<file path="config.mk">
export PLATFORM = sky130hd
export DESIGN_NAME = car_request_sensor
export DESIGN_NICKNAME = d
export VERILOG_FILES = /design/src/rtl/car_request_sensor.sv
export SDC_FILE = /design/constraint.sdc
export NUM_CORES = 1
export LEC_CHECK = 0
export CORE_ASPECT_RATIO = 0.6
export CORE_MARGIN = 2
export CORE_UTILIZATION = 45
export DETAILED_ROUTE_END_ITERATION = 6
export HOLD_SLACK_MARGIN = 0.08
export PLACE_DENSITY_LB_ADDON = 0.25
export SYNTH_ARGS = -nofsm -noshare
export SYNTH_HDL_FRONTEND = slang
export SYNTH_SLANG_ARGS = --single-unit
</file>
<file path="constraint.sdc">
create_clock -name clk -period 2.3 [get_ports clk]
set_clock_uncertainty 0.1 [all_clocks]
set_input_delay 0.575 -clock clk [delete_from_list [all_inputs] [get_ports clk]]
set_output_delay 0.575 -clock clk [all_outputs]
set_load 0.01 [all_outputs]
</file>
<file path="src/rtl/car_request_sensor.sv">
// Cross-street vehicle detector front end: sync, debounce, arrival count,
// level request with grant handshake and a per-second wait timer.
module car_request_sensor #(
    parameter int unsigned DEBOUNCE_CYCLES = 4,
    parameter int unsigned TICKS_PER_SEC   = 50000000,
    parameter int unsigned MAX_WAIT_SEC    = 5
) (
    input  logic       clk,
    input  logic       reset,
    input  logic       sensor_raw,
    input  logic       grant,
    output logic       car,
    output logic       urgent,
    output logic       present,
    output logic [7:0] queue_cnt,
    output logic [7:0] wait_sec
);

    localparam int unsigned DB_W =
        (DEBOUNCE_CYCLES > 1) ? $clog2(DEBOUNCE_CYCLES) : 1;
    localparam int unsigned PS_W =
        (TICKS_PER_SEC > 1) ? $clog2(TICKS_PER_SEC) : 1;
    localparam logic [DB_W-1:0] DB_LAST = DB_W'(DEBOUNCE_CYCLES - 1);
    localparam logic [PS_W-1:0] PS_LAST = PS_W'(TICKS_PER_SEC - 1);

    localparam logic [1:0] S_IDLE = 2'd0;
    localparam logic [1:0] S_PEND = 2'd1;
    localparam logic [1:0] S_SERV = 2'd2;

    logic            sync1_q, sync2_q;
    logic            present_q, present_d;
    logic            present_dly_q;
    logic [DB_W-1:0] db_cnt_q, db_cnt_d;
    logic [1:0]      state_q, state_d;
    logic [PS_W-1:0] presc_q, presc_d;
    logic [7:0]      wait_q, wait_d;
    logic [7:0]      queue_q, queue_d;
    logic [7:0]      queue_base;
    logic            arrival;
    logic            queue_clr;

    always_comb begin
        present_d = present_q;
        db_cnt_d  = '0;
        if (sync2_q != present_q) begin
            if (db_cnt_q == DB_LAST) begin
                present_d = sync2_q;
            end else begin
                db_cnt_d = db_cnt_q + DB_W'(1);
            end
        end
    end

    assign arrival   = present_q & ~present_dly_q;
    assign queue_clr = (state_q == S_PEND) & grant;

    // Clear first, then fold in a same-cycle arrival.
    always_comb begin
        queue_base = queue_clr ? 8'd0 : queue_q;
        queue_d    = queue_base;
        if (arrival && queue_base != 8'hFF) begin
            queue_d = queue_base + 8'd1;
        end
    end

    // Timer defaults to zero so every entry to or exit from PENDING clears it.
    always_comb begin
        state_d = state_q;
        presc_d = '0;
        wait_d  = '0;
        case (state_q)
            S_IDLE: begin
                if (arrival) state_d = S_PEND;
            end
            S_PEND: begin
                if (grant) begin
                    state_d = S_SERV;
                end else if (presc_q == PS_LAST) begin
                    wait_d = (wait_q == 8'hFF) ? wait_q : wait_q + 8'd1;
                end else begin
                    presc_d = presc_q + PS_W'(1);
                    wait_d  = wait_q;
                end
            end
            S_SERV: begin
                if (!grant) begin
                    state_d = (queue_d != 8'd0) ? S_PEND : S_IDLE;
                end
            end
            default: state_d = S_IDLE;
        endcase
    end

    always_ff @(posedge clk or posedge reset) begin
        if (reset) begin
            sync1_q       <= 1'b0;
            sync2_q       <= 1'b0;
            present_q     <= 1'b0;
            present_dly_q <= 1'b0;
            db_cnt_q      <= '0;
            state_q       <= S_IDLE;
            presc_q       <= '0;
            wait_q        <= 8'd0;
            queue_q       <= 8'd0;
        end else begin
            sync1_q       <= sensor_raw;
            sync2_q       <= sync1_q;
            present_q     <= present_d;
            present_dly_q <= present_q;
            db_cnt_q      <= db_cnt_d;
            state_q       <= state_d;
            presc_q       <= presc_d;
            wait_q        <= wait_d;
            queue_q       <= queue_d;
        end
    end

    assign car       = (state_q == S_PEND);
    assign urgent    = car & (32'(wait_q) >= MAX_WAIT_SEC);
    assign present   = present_q;
    assign queue_cnt = queue_q;
    assign wait_sec  = wait_q;

endmodule

</file>
==> results.txt <==
- The flow ran to the end, but the final reports show violations.
- The final reports fail on negative setup slack.
- Proportion of synthesized chip area in sequential cells: 0.481
- At the end of the flow, the number of nets in the layout was 314.
- Ratio of final minimum period to clock period: 1.01
- For the pin with the worst max-slew slack, the measured transition is 0.397 ns.
* Post-synthesis register bit count: 50
- Worst max-slew margin expressed relative to the limit: 0.734
* Syn nets: 260
- Library cell used as clock root buffer: sky130_fd_sc_hd__clkbuf_8
* Initial antenna violation count: 0
- Lkg Pwr: 0.00141 uW
* Floorplan die width: 102 microns
* Worst setup slack after layout: -0.0244 ns
* Number of H-tree levels: 2
- OpenSTA, run right after detailed placement, puts the worst setup slack at -0.789 ns.
- Along the worst hold path, the cell count comes to 0.
- Counting both buffers and inverters, the worst setup path holds a total of 2.
* Count of TritonRoute iterations in the first routing pass: 5
- In the final routed layout, each cell accounts on average for 14.2 microns.
- Number of enable-type register cells in the synthesized netlist: 0
- For this configuration, the core starts out at a cell density of 0.467.
- Once detail routing completed, the nets flagged for antenna violations numbered 0.
* Cell family contributing the most delay on the critical path: simple AND/OR/NAND/NOR gates
- Power density of the placed cells: 743 mW/mm^2
- VDD IR max: 0.392 mV
- Buffers inserted to repair hold after CTS numbered 0.
- Final Setup Violations: 1
- Largest net degree at the start of global routing: 22
- From synthesis to final layout, the design area changed by 26.2%.
- Global placement routability congestion: 0.902
* Mean Syn Cell Area: 10.4 sq um
- Final antenna diode count: 0
- Detailed router's first-iteration violation count: 152
- Worst path cell trace: dlygate4sd2_1 -> nand3b_4 -> and2_4 -> ha_4 -> and3_4 -> and2_4 -> buf_4 -> nand2_2 -> a21bo_2 -> a2111oi_4 -> a21boi_1
- Post-synth design cell area: 0.00260 sq mm
- The routed layout has 1,976 vias.
* Total power after layout: 2440 uW
- Post-layout utilization of the core: 0.589
- STA classifies the critical path endpoint as a flip-flop.
- For this run, the total global-route usage over all layers was measured as 0.190.
- In the routed design, unresolved DRC markers number 0.
- In this run the worst path has a maximum fanout of 3.
* Number of clock sinks: 50
* Clock latency of the later-clocked register in the worst-skew pair: 0.31 ns
* Slowest-stage cell, CP: sky130_fd_sc_hd__a2111oi_4
* Post-Route WL: 5470 microns
- Required time of the worst setup path: 2.40 ns
- In this run the critical register-to-register path is launched from state_q[1].
- Via count of the first global-routing pass: 1,915
- After clock tree synthesis, the clock-pin slew on the worst setup and hold paths is 0.10 ns.
- Path category of the worst min-delay check: flip-flop to flip-flop
- Row count: 21
- The worst setup path is of the input port to flip-flop kind.
* Endpoints failing hold: 0
* Final global-route overflow total: 0
- Data on the critical path arrives at its endpoint at 2.42 ns.
- For the worst flop-to-flop path, the logic depth is 9.
- The die covers 0.00642 sq mm.
- Counting along the longest clock path gives a buffer depth of 2.
- In this run the number of cells on the critical path is 11.
- Number of vias per cell: 5.13
- Port buffering added 22 buffers.
- Crit-path max cell delay: 0.33 ns
* Number of CTS-inserted buffers: 5
* Setup slack of the most critical reg-to-reg path: 0.02 ns
- Kind of launch point of the worst setup path: input port
* # Max-Cap Violations: 0
* Number of synthesis warnings: 0
* Destination of the critical timing path: state_q[0]
- TritonCTS built the clock tree.
- Timing-limited maximum frequency: 430 MHz
* Launching instance or port of the critical path: grant
- Counting distinct cell types in the post-synthesis netlist gives 46.
* Global-route wire length before repair: 9450 microns
- The endpoint identified for the worst register-to-register timing path is state_q[0].
- Count of mapped cells out of synthesis: 250
- Area of all placed cells without fillers: 0.00328 sq mm
* Final worst path period need: 2.32 ns
* Slew Viols, Final: 0
- Setup repair after global routing could not meet its margin everywhere.
- Detailed placement ended at an HPWL of 4090 microns.
* Ratio of cells with drive above 1 in the final layout: 0.200
* Boundary pin count: 23
- Prevailing post-synth register cell: sky130_fd_sc_hd__dfrtp_1
- Total cell area at the placement stage: 0.00315 sq mm
- After synthesis, the share of flip-flops with an asynchronous set or reset is 1.00.
- The region available for standard cell placement spans 0.00557 sq mm.
- The die is 62.9 microns tall.
- In this design, the critical path's most frequently occurring cell is sky130_fd_sc_hd__and2_4.
synth_stat cells (all sizes together), types with 4 or more instances:
cell	instances	area [sq um]
a21oi	6	30.0
and2	5	33.8
and3	10	62.6
and4	4	37.5
dfrtp	50	1250
ha	6	75.1
inv	9	33.8
nand2	15	58.8
nand2b	4	25.0
nand3	13	77.6
nand4	13	87.6
nor2	37	139
nor3	5	30.0
xnor2	12	105
xor2	25	219
power breakdown:
group          internal [uW]  leakage (uW)  switching (uW)
clock network            242     0.0000472             298
registers                961      0.000682            76.1
logic                    441      0.000685             419
total                   1640       0.00141             793
area by class of cell:
type	instances	area, sq um
tap	80	100
fill	471	2290
sequential	50	1250
clock inverter	2	12.5
multi-input combinational	188	1350
clock buffer	6	82.6
inverter	9	33.8
timing repair buffer	50	448
how the worst min path moves through the flow:
| stage | slack [ns] | from | to |
|---|---|---|---|
| floorplan | 0.23 | sync1_q | sync2_q |
| global placement | 0.23 | sync1_q | sync2_q |
| detailed placement | 0.24 | sync1_q | sync2_q |
| CTS | 0.26 | sync1_q | sync2_q |
| global route | 0.27 | sync1_q | sync2_q |
| finish | 0.26 | sync1_q | sync2_q |
registers in the layout (all words and copies together) (netlist names):
signal         cells
db_cnt_q           2
presc_q           26
present            1
present_dly_q      1
queue_cnt          8
state_q            2
sync1_q            1
sync2_q            1
wait_sec           8
placed cells by master, fill, tap and decap left out, types with 6 or more instances in the layout:
master                            synthesis  final
sky130_fd_sc_hd__nand4_1                 12     12
sky130_fd_sc_hd__clkdlybuf4s50_1          0     19
sky130_fd_sc_hd__xnor2_1                 12     12
sky130_fd_sc_hd__nand3_1                 12     12
sky130_fd_sc_hd__buf_4                    0     26
sky130_fd_sc_hd__nand2_1                 14     12
sky130_fd_sc_hd__and3_1                  10      9
sky130_fd_sc_hd__dfrtp_1                 50     50
sky130_fd_sc_hd__clkbuf_8                 0      6
sky130_fd_sc_hd__nor2_1                  37     37
sky130_fd_sc_hd__xor2_1                  25     25
sky130_fd_sc_hd__inv_1                    9      7
logic make-up after synthesis:
kind of cell	Yosys count	share of synthesized area
AND/OR/NAND/NOR	120	0.263
flip-flops	50	0.481
XOR/XNOR	37	0.125
AO/OA/AOI/OAI	22	0.0708
buffers and inverters	12	0.0183
adder cells (fa/ha/maj)	6	0.0289
multiplexers	3	0.0130
metal layers:
metal / routed length (microns) / vias to the layer above / part of all wire / track usage
li1: - / 974 / - / -
met1: 3060 / 947 / 0.56 / 0.309
met2: 2110 / 45 / 0.38 / 0.245
met3: 234 / 10 / 0.043 / 0.0515
met4: 78 / 0 / 0.014 / 0.0467
met5: 0 / - / 0 / 0
metrics by stage:
step | hold WS, ns | cells | TNS, ns
6_report | 0.261 | 385 | -0.0244
4_1_cts | 0.264 | 384 | -0.0287
2_1_floorplan | 0.231 | 250 | -0.156
5_1_grt | 0.269 | 385 | -0.0994
3_3_place_gp | 0.235 | 374 | -3.81
3_5_place_dp | 0.244 | 374 | -4.40
repair_timing:
item                                    in CTS  in global routing
pin swaps                                    5                  2
endpoints found under the setup margin       4                  2
setup buffers                                2                  1
resized for setup                            7                  3
(Power assumes the default switching activity.)
